==> src/rtl/tone_decoder_pkg.sv <==
// -----------------------------------------------------------------------------
// tone_decoder_pkg
// Shared types and constants for the tone decoder slice:
//   - note_e       : confirmed-note code (0 none, 1 Do, 2 Bb, 3 Sol)
//   - seq_state_e  : jingle sequence FSM states
//   - nominal_hp / win_lo / win_hi : derive the nominal half-period of a tone
//     and its +/-1% acceptance window (integer cycles) from the clock rate.
// -----------------------------------------------------------------------------
package tone_decoder_pkg;

  localparam int unsigned HP_W = 32'd20;
  localparam logic [HP_W-1:0] HP_MAX = {HP_W{1'b1}};

  localparam int unsigned DO_HZ  = 32'd523;
  localparam int unsigned BB_HZ  = 32'd466;
  localparam int unsigned SOL_HZ = 32'd392;

  typedef enum logic [1:0] {
    NOTE_NONE = 2'd0,
    NOTE_DO   = 2'd1,
    NOTE_BB   = 2'd2,
    NOTE_SOL  = 2'd3
  } note_e;

  typedef enum logic [1:0] {
    ST_IDLE   = 2'd0,
    ST_GOT_DO = 2'd1,
    ST_GOT_BB = 2'd2
  } seq_state_e;

  // Half-period of a square wave of tone_hz, in clock cycles (truncated).
  function automatic longint unsigned nominal_hp(input longint unsigned clk_hz,
                                                 input longint unsigned tone_hz);
    return clk_hz / (64'd2 * tone_hz);
  endfunction

  // Lower window bound: floor(nom * 0.99).
  function automatic longint unsigned win_lo(input longint unsigned nom);
    return (nom * 64'd99) / 64'd100;
  endfunction

  // Upper window bound: ceil(nom * 1.01).
  function automatic longint unsigned win_hi(input longint unsigned nom);
    return (nom * 64'd101 + 64'd99) / 64'd100;
  endfunction

  // Nominals at the default 100 MHz clock (95_602 / 107_296 / 127_551).
  localparam longint unsigned DO_NOM_100M  = nominal_hp(64'd100_000_000, 64'(DO_HZ));
  localparam longint unsigned BB_NOM_100M  = nominal_hp(64'd100_000_000, 64'(BB_HZ));
  localparam longint unsigned SOL_NOM_100M = nominal_hp(64'd100_000_000, 64'(SOL_HZ));

endpackage

==> src/rtl/tone_decoder_if.sv <==
// -----------------------------------------------------------------------------
// tone_decoder_if
// Bundles the tone input and the decoder result signals.
//   buzz_in     : asynchronous square-wave tone input
//   note_code   : confirmed note (note_e encoding)
//   note_valid  : note_code is nonzero
//   note_strobe : one-cycle pulse on a newly confirmed note
//   seq_done    : one-cycle pulse when Do, Bb, Sol completes
//   half_period : last measured edge-to-edge interval (cycles, saturating)
// master = tone source / observer, slave = decoder.
// -----------------------------------------------------------------------------
interface tone_decoder_if;
  import tone_decoder_pkg::*;

  logic            buzz_in;
  logic [1:0]      note_code;
  logic            note_valid;
  logic            note_strobe;
  logic            seq_done;
  logic [HP_W-1:0] half_period;

  modport master (
    output buzz_in,
    input  note_code, note_valid, note_strobe, seq_done, half_period
  );

  modport slave (
    input  buzz_in,
    output note_code, note_valid, note_strobe, seq_done, half_period
  );
endinterface

==> src/rtl/tone_decoder_period_meter.sv <==
// -----------------------------------------------------------------------------
// period_meter
// Synchronizes the tone input, detects edges of either polarity and measures
// the number of cycles between consecutive edges.
//   clk, reset  : system clock, async active-low reset
//   buzz_in     : asynchronous tone input
//   edge_pulse  : one-cycle pulse, registered on the cycle an edge is seen
//   interval    : cycles since the previous edge, loaded with edge_pulse
//   silence     : one-cycle pulse when the counter first reaches SILENCE_CYC
// -----------------------------------------------------------------------------
module period_meter
  import tone_decoder_pkg::*;
#(
  parameter int unsigned SILENCE_CYC = 32'd262_144
) (
  input  logic            clk,
  input  logic            reset,
  input  logic            buzz_in,
  output logic            edge_pulse,
  output logic [HP_W-1:0] interval,
  output logic            silence
);

  localparam logic [HP_W-1:0] SIL_LIM = HP_W'(SILENCE_CYC);

  logic            sync1_r;
  logic            sync2_r;
  logic            sync2_d_r;
  logic            edge_s;
  logic [HP_W-1:0] cnt_r;
  logic [HP_W-1:0] cnt_inc_s;
  logic            edge_r;
  logic [HP_W-1:0] interval_r;
  logic            silence_r;

  // Two-flop synchronizer plus one delay flop for edge detection.
  always_ff @(posedge clk or negedge reset) begin
    if (!reset) begin
      sync1_r   <= 1'b0;
      sync2_r   <= 1'b0;
      sync2_d_r <= 1'b0;
    end else begin
      sync1_r   <= buzz_in;
      sync2_r   <= sync1_r;
      sync2_d_r <= sync2_r;
    end
  end

  assign edge_s = sync2_r ^ sync2_d_r;

  // Saturating increment of the interval counter.
  always_comb begin
    cnt_inc_s = cnt_r;
    if (cnt_r == HP_MAX) begin
      cnt_inc_s = cnt_r;
    end else begin
      cnt_inc_s = cnt_r + HP_W'(1);
    end
  end

  // Interval counter, captured interval and silence detection. An edge wins
  // over a silence timeout in the same cycle because it restarts the count.
  always_ff @(posedge clk or negedge reset) begin
    if (!reset) begin
      cnt_r      <= {HP_W{1'b0}};
      edge_r     <= 1'b0;
      interval_r <= {HP_W{1'b0}};
      silence_r  <= 1'b0;
    end else if (edge_s) begin
      cnt_r      <= HP_W'(1);
      edge_r     <= 1'b1;
      interval_r <= cnt_r;
      silence_r  <= 1'b0;
    end else begin
      cnt_r      <= cnt_inc_s;
      edge_r     <= 1'b0;
      interval_r <= interval_r;
      // Fire once when the count arrives at the limit, not while parked there.
      silence_r  <= (cnt_inc_s == SIL_LIM) && (cnt_r != SIL_LIM);
    end
  end

  assign edge_pulse = edge_r;
  assign interval   = interval_r;
  assign silence    = silence_r;

endmodule

==> src/rtl/tone_decoder.sv <==
// -----------------------------------------------------------------------------
// tone_decoder
// Recognises Do (523 Hz), Bb (466 Hz) and Sol (392 Hz) on a buzzer line and
// flags the Do-Bb-Sol jingle.
//   clk   : system clock (CLK_HZ)
//   reset : asynchronous active-low reset
//   bus   : tone_decoder_if.slave (buzz_in in; note/sequence results out)
// Each measured half-period is classified against a +/-1% window. CONFIRM_N
// consecutive same-class intervals confirm a note; a confirmed note is held
// through glitch intervals and only cleared by silence or reset.
// -----------------------------------------------------------------------------
module tone_decoder
  import tone_decoder_pkg::*;
#(
  parameter int unsigned CLK_HZ      = 32'd100_000_000,
  parameter int unsigned CONFIRM_N   = 32'd4,
  parameter int unsigned SILENCE_CYC = 32'd262_144
) (
  input  logic    clk,
  input  logic    reset,
  tone_decoder_if.slave bus
);

  localparam logic [HP_W-1:0] DO_LO  = HP_W'(win_lo(nominal_hp(64'(CLK_HZ), 64'(DO_HZ))));
  localparam logic [HP_W-1:0] DO_HI  = HP_W'(win_hi(nominal_hp(64'(CLK_HZ), 64'(DO_HZ))));
  localparam logic [HP_W-1:0] BB_LO  = HP_W'(win_lo(nominal_hp(64'(CLK_HZ), 64'(BB_HZ))));
  localparam logic [HP_W-1:0] BB_HI  = HP_W'(win_hi(nominal_hp(64'(CLK_HZ), 64'(BB_HZ))));
  localparam logic [HP_W-1:0] SOL_LO = HP_W'(win_lo(nominal_hp(64'(CLK_HZ), 64'(SOL_HZ))));
  localparam logic [HP_W-1:0] SOL_HI = HP_W'(win_hi(nominal_hp(64'(CLK_HZ), 64'(SOL_HZ))));

  localparam int unsigned        MATCH_W = $clog2(CONFIRM_N + 32'd1);
  localparam logic [MATCH_W-1:0] CONF    = MATCH_W'(CONFIRM_N);
  localparam logic [MATCH_W-1:0] ONE     = MATCH_W'(1);

  logic               edge_s;
  logic [HP_W-1:0]    interval_s;
  logic               silence_s;
  note_e              cls_s;
  logic [MATCH_W-1:0] match_nxt_s;
  logic               confirm_s;
  seq_state_e         state_nxt_s;
  logic               seq_done_nxt_s;

  note_e              note_code_r;
  note_e              prev_cls_r;
  logic [MATCH_W-1:0] match_r;
  logic               note_strobe_r;
  seq_state_e         state_r;
  logic               seq_done_r;

  period_meter #(.SILENCE_CYC(SILENCE_CYC)) u_meter (
    .clk        (clk),
    .reset      (reset),
    .buzz_in    (bus.buzz_in),
    .edge_pulse (edge_s),
    .interval   (interval_s),
    .silence    (silence_s)
  );

  // Map an interval onto a note class; windows do not overlap.
  function automatic note_e classify(input logic [HP_W-1:0] iv);
    note_e c;
    if ((iv >= DO_LO) && (iv <= DO_HI)) begin
      c = NOTE_DO;
    end else if ((iv >= BB_LO) && (iv <= BB_HI)) begin
      c = NOTE_BB;
    end else if ((iv >= SOL_LO) && (iv <= SOL_HI)) begin
      c = NOTE_SOL;
    end else begin
      c = NOTE_NONE;
    end
    return c;
  endfunction

  // Classification, run-length of matching classes and confirmation.
  always_comb begin
    cls_s       = classify(interval_s);
    match_nxt_s = {MATCH_W{1'b0}};
    if (cls_s == NOTE_NONE) begin
      match_nxt_s = {MATCH_W{1'b0}};
    end else if (cls_s == prev_cls_r) begin
      // Saturate so a long held note never wraps back through CONF.
      if (match_r == CONF) begin
        match_nxt_s = match_r;
      end else begin
        match_nxt_s = match_r + ONE;
      end
    end else begin
      match_nxt_s = ONE;
    end
    confirm_s = (match_nxt_s == CONF) && (cls_s != note_code_r);
  end

  // Note tracking: update on each edge, clear all history on silence.
  always_ff @(posedge clk or negedge reset) begin
    if (!reset) begin
      note_code_r   <= NOTE_NONE;
      prev_cls_r    <= NOTE_NONE;
      match_r       <= {MATCH_W{1'b0}};
      note_strobe_r <= 1'b0;
    end else if (edge_s) begin
      prev_cls_r    <= cls_s;
      match_r       <= match_nxt_s;
      note_strobe_r <= confirm_s;
      if (confirm_s) begin
        note_code_r <= cls_s;
      end else begin
        note_code_r <= note_code_r;
      end
    end else if (silence_s) begin
      note_code_r   <= NOTE_NONE;
      prev_cls_r    <= NOTE_NONE;
      match_r       <= {MATCH_W{1'b0}};
      note_strobe_r <= 1'b0;
    end else begin
      note_strobe_r <= 1'b0;
    end
  end

  // Sequence FSM next state; it only moves on a note strobe.
  always_comb begin
    state_nxt_s    = state_r;
    seq_done_nxt_s = 1'b0;
    if (silence_s) begin
      state_nxt_s = ST_IDLE;
    end else if (note_strobe_r) begin
      case (state_r)
        ST_IDLE: begin
          if (note_code_r == NOTE_DO) begin
            state_nxt_s = ST_GOT_DO;
          end else begin
            state_nxt_s = ST_IDLE;
          end
        end
        ST_GOT_DO: begin
          case (note_code_r)
            NOTE_BB: state_nxt_s = ST_GOT_BB;
            NOTE_DO: state_nxt_s = ST_GOT_DO;
            default: state_nxt_s = ST_IDLE;
          endcase
        end
        ST_GOT_BB: begin
          case (note_code_r)
            NOTE_SOL: begin
              state_nxt_s    = ST_IDLE;
              seq_done_nxt_s = 1'b1;
            end
            NOTE_DO: state_nxt_s = ST_GOT_DO;
            default: state_nxt_s = ST_IDLE;
          endcase
        end
        default: state_nxt_s = ST_IDLE;
      endcase
    end else begin
      state_nxt_s = state_r;
    end
  end

  // Sequence FSM state register; seq_done lands the cycle after the strobe.
  always_ff @(posedge clk or negedge reset) begin
    if (!reset) begin
      state_r    <= ST_IDLE;
      seq_done_r <= 1'b0;
    end else begin
      state_r    <= state_nxt_s;
      seq_done_r <= seq_done_nxt_s;
    end
  end

  assign bus.note_code   = note_code_r;
  assign bus.note_valid  = (note_code_r != NOTE_NONE);
  assign bus.note_strobe = note_strobe_r;
  assign bus.seq_done    = seq_done_r;
  assign bus.half_period = interval_s;

endmodule

==> src/flat_wrapper.sv <==
// flat-port wrapper written by rule: the top's interface ports become plain ports
module tone_decoder_flat import tone_decoder_pkg::*;
#(
  parameter int unsigned CLK_HZ      = 32'd100_000_000,
  parameter int unsigned CONFIRM_N   = 32'd4,
  parameter int unsigned SILENCE_CYC = 32'd262_144
)
  (clk, reset, bus_buzz_in, bus_note_code, bus_note_valid, bus_note_strobe, bus_seq_done, bus_half_period);
  tone_decoder_if bus_i ();
  input  logic clk;
  input  logic reset;
  input wire logic [$bits(bus_i.buzz_in)-1:0] bus_buzz_in;
  output wire logic [$bits(bus_i.note_code)-1:0] bus_note_code;
  output wire logic [$bits(bus_i.note_valid)-1:0] bus_note_valid;
  output wire logic [$bits(bus_i.note_strobe)-1:0] bus_note_strobe;
  output wire logic [$bits(bus_i.seq_done)-1:0] bus_seq_done;
  output wire logic [$bits(bus_i.half_period)-1:0] bus_half_period;
  assign bus_i.buzz_in = bus_buzz_in;
  assign bus_note_code = bus_i.note_code;
  assign bus_note_valid = bus_i.note_valid;
  assign bus_note_strobe = bus_i.note_strobe;
  assign bus_seq_done = bus_i.seq_done;
  assign bus_half_period = bus_i.half_period;
  tone_decoder #(.CLK_HZ(CLK_HZ), .CONFIRM_N(CONFIRM_N), .SILENCE_CYC(SILENCE_CYC)) u_core (.clk(clk), .reset(reset), .bus(bus_i));
endmodule
==> config.mk <==
export PLATFORM = sky130hd
export DESIGN_NAME = tone_decoder_flat
export DESIGN_NICKNAME = d
export VERILOG_FILES = /design/src/rtl/tone_decoder_pkg.sv /design/src/rtl/tone_decoder_if.sv /design/src/rtl/tone_decoder_period_meter.sv /design/src/rtl/tone_decoder.sv /design/src/flat_wrapper.sv
export SDC_FILE = /design/constraint.sdc
export NUM_CORES = 1
export LEC_CHECK = 0
export ABC_AREA = 1
export ABC_CLOCK_PERIOD_IN_PS = 2300
export CORE_MARGIN = 4
export CORE_UTILIZATION = 40
export CTS_BUF_LIST = sky130_fd_sc_hd__clkbuf_16
export CTS_CLUSTER_DIAMETER = 100
export DETAILED_ROUTE_END_ITERATION = 10
export PLACE_DENSITY = 0.65
export SLEW_MARGIN = 0
export SYNTH_ARGS = -nofsm -noshare
export SYNTH_HDL_FRONTEND = slang
export SYNTH_SLANG_ARGS = --single-unit
export TNS_END_PERCENT = 50
==> constraint.sdc <==
create_clock -name clk -period 2.3 [get_ports clk]
set_input_delay 0.69 -clock clk [delete_from_list [all_inputs] [get_ports clk]]
set_output_delay 0.69 -clock clk [all_outputs]
set_load 0.02 [all_outputs]
==> results.sh <==
export IMPL_status="complete, no violations"
export IMPL_synth_async_reset_ratio_pct=100.0
export IMPL_grt_setup_unrepaired="yes"
export IMPL_max_cap_violations=0
export IMPL_drt_vias_per_instance=5.150
export IMPL_wirelength_um=8015
export IMPL_final_design_area_no_fill_um2=3959
export IMPL_worst_setup_path_end_kind="primary output"
export IMPL_timing_setup_tns_ps=0
export IMPL_comb_power_share_pct=8.5
export IMPL_hold_viol_final=0
export IMPL_floorplan_die_width_um=99.42
export IMPL_groute_usage_overall_pct=16.38
export IMPL_drtIter0Drc=206
export IMPL_grt_start_max_net_pins=52
export IMPL_core_rowCount=33
export IMPL_timing_critical_path_slowest_stage_cell="clkdlybuf4s50_1"
export IMPL_drc=0
export IMPL_insertedDiodeCount=0
export IMPL_drt_antenna_violating_nets=0
export IMPL_clock_tree_buffer_depth=2
export IMPL_cts_htree_levels=2
export IMPL_hold_wc_path_type="primary input to asynchronous set/reset pin"
export IMPL_slew_violations=0
export IMPL_clock_tree_from_tritoncts="yes"
export IMPL_worst_ep_required_time_ps=1610
export IMPL_cts_root_buffer_cell="clkbuf_16"
export IMPL_p_per_area_nw_per_um2=490.4
export IMPL_drtPass1Iterations=5
export IMPL_floorplan_initialDensity_pct=40.89
export IMPL_p_int_w=0.001468
export IMPL_detailed_place_area_um2=3764
export IMPL_vias=3131
export IMPL_worst_path_max_fanout=7
export IMPL_gp_congestion=0.9339
export IMPL_synth_main_ff_cell="dfrtp_1"
export IMPL_layout_worst_path_cycle_share_pct=96.37
export IMPL_synth_distinct_cells=30
export IMPL_wl_per_cell_um=13.18
export IMPL_critical_path_start_end_classification="register to primary output"
export IMPL_finish_net_count=509
export IMPL_vdd_ir_drop_max_mv=0.2692
export IMPL_power_static_leakage_nw=1.816
export IMPL_global_route_overflow_total=0
export IMPL_critical_path_startpoint="u_core.bus.note_code[1]$_DFFE_PN0P_"
export IMPL_post_synth_instance_area_um2=3343
export IMPL_synth_fp_nets=476
export IMPL_fin_ws_ps=83.58
export IMPL_cp_arrival_ps=1530
export IMPL_postSynthRegisterBits=56
export IMPL_detailed_place_hpwl_um=6203
export IMPL_drive_above_1_share_pct=10.74
export IMPL_flow_area_growth_from_synthesis_pct=18.41
export IMPL_switching_share_pct=24.38
export IMPL_dpl_worst_slack_ps=120.1
export IMPL_skew_ps=11.08
export IMPL_setup_viol=0
export IMPL_timing_final_crit_period_ps=2216
export IMPL_tightestPinTransition_ps=333.2
export IMPL_die_area_um2=9884
export IMPL_total_power_w=0.001942
export IMPL_gate_count_post_synth=469
export IMPL_clk_insertion_delay_late_ps=290
export IMPL_fill_cells=804
export IMPL_yosys_warnings=0
export IMPL_share_clk_of_total_power_pct=38.5
export IMPL_timing_slew_headroom_pct=77.61
export IMPL_critical_path_startpoint_type="register"
export IMPL_fp_coreArea_um2=8175
export IMPL_placement_io_buffers=27
export IMPL_p_sw_w=0.0004734
export IMPL_post_synth_cell_area_avg_um2=7.128
export IMPL_yosysSeqAreaShare_pct=41.92
export IMPL_timing_rr_start="u_core.u_meter.cnt_r[0]$_DFF_PN0_"
export IMPL_highest_clock_rate_ghz=0.4512
export IMPL_tritoncts_buffers=5
export IMPL_clock_sinks=56
export IMPL_clkTransAtPathRegs_ps=70
export IMPL_synth_edf_count=0
export IMPL_die_h_um=99.42
export IMPL_i_o_pin_count=28
export IMPL_seqPwrFrac_pct=53.0
export IMPL_vias_in_the_first_global_route=2838
export IMPL_timing_critical_path_slowest_cell_delay_ps=590
export IMPL_crit_path_cell_trace="inv_1, nand2_1, clkdlybuf4s50_1"
export IMPL_antenna_found_initial=0
export IMPL_global_route_wire_length_before_repair_um=13280
[cell families after synthesis]
family                   Yosys count  synth area share, %
AO/OA/AOI/OAI                     55                8.795
AND/OR/NAND/NOR                  264                35.29
flip-flops                        56                41.92
XOR/XNOR                          16                4.191
buffers and inverters             74                8.308
adder cells (fa/ha/maj)            4                1.497
[worst max-delay path: cells and delay by family (launching register included)]
family	cells	cell delay, ps
buffers and inverters	2	690
DFF	1	470
and+or+nand+nor	1	80
[metrics by stage]
| stage | cells | hold slack [ps] | utilization, % |
|---|---|---|---|
| 6_report | 608 | 219.2 | 48.42 |
| 5_1_grt | 608 | 218.1 | 48.42 |
| 4_1_cts | 607 | 218.9 | 47.83 |
| 3_5_place_dp | 599 | 338.6 | 46.04 |
| 3_3_place_gp | 599 | 332.5 | 46.04 |
| 2_1_floorplan | 469 | 331.2 | - |
[cells in the final DEF, fill, tap and decap left out, drive strengths merged]
master	n
ha	4
nand4	16
o211ai	1
dfrtp	56
nor4	2
nand3	38
nand3b	1
o21ai	28
clkdlybuf4s50	26
nor3	14
inv	67
o22ai	4
or2	2
clkbuf	5
xor2	16
a211oi	1
nand2	129
clkinv	2
a21o	1
buf	7
nor2	60
a21oi	19
clkinvlp	1
and3	2
o21bai	1
[synth_stat cells (6+ instances only)]
master,count,area (µm²)
dfrtp_1,56,1401
inv_1,60,225.2
inv_2,6,22.52
clkbuf_1,6,22.52
nor3_1,12,60.06
nand2_1,120,450.4
nor2_2,7,43.79
a21oi_1,18,90.09
nand4_1,16,100.1
nand3_1,35,175.2
xor2_1,16,140.1
nor2_1,53,198.9
o21ai_0,25,125.1
nand2_2,9,56.30
[final cells by class]
cell class | count | area (µm²) | share of cell area, %
clock buffers | 5 | 125.1 | 3.161
clock inverters | 3 | 21.27 | 0.5373
inverters | 67 | 251.5 | 6.353
multi-input cells | 339 | 1692 | 42.73
flip-flops and latches | 56 | 1408 | 35.56
well taps | 105 | 131.4 | 3.319
repair buffers | 33 | 330.3 | 8.344
[registers in the layout, indices dropped and copies added (netlist names)]
register                   cells
u_core.u_meter.sync1_r         1
u_core.u_meter.interval       20
u_core.match_r                 3
u_core.state_r                 2
u_core.u_meter.sync2_r         1
u_core.bus.seq_done            1
u_core.u_meter.edge_pulse      1
u_core.u_meter.cnt_r          20
u_core.u_meter.silence         1
u_core.bus.note_code           2
u_core.prev_cls_r              2
u_core.bus.note_strobe         1
u_core.u_meter.sync2_d_r       1
[power groups by stage]
stage | clock [W] | combinational, W | sequential, W
final | 0.000747 | 0.000165 | 0.00103
after CTS | 0.000772 | 0.000158 | 0.00103
after detailed placement | 0 | 0.000158 | 0.00105
after floorplan | 0 | 0.0000795 | 0.00105
after global placement | 0 | 0.000157 | 0.00104
after global routing | 0.000806 | 0.000188 | 0.00103
[worst paths after layout]
path	to	slack, ps	cells after the start
setup / recovery	bus_note_valid	80	3
hold / removal	u_core.bus.note_code[0]$_DFFE_PN0P_	220	1
setup reg to reg	u_core.u_meter.silence$_DFF_PN0_	200	13
hold reg to reg	u_core.u_meter.sync2_r$_DFF_PN0_	350	0
max in group asynchronous	u_core.u_meter.interval[11]$_DFFE_PN0N_	1580	2
min in group clk	u_core.u_meter.sync2_r$_DFF_PN0_	350	0
[routing by layer]
| layer | wire length, µm | global-route usage (%) |
|---|---|---|
| met2 | 3604 | 24.95 |
| met5 | 0 | 0 |
| met4 | 161 | 5.462 |
| met1 | 3861 | 23.90 |
| met3 | 388 | 2.454 |
[repair_timing]
item,CTS,global route
gates resized for setup,0,12
buffers inserted,0,1
setup endpoints to repair,0,3
hold buffers,0,0
(Power assumes the default switching activity.)
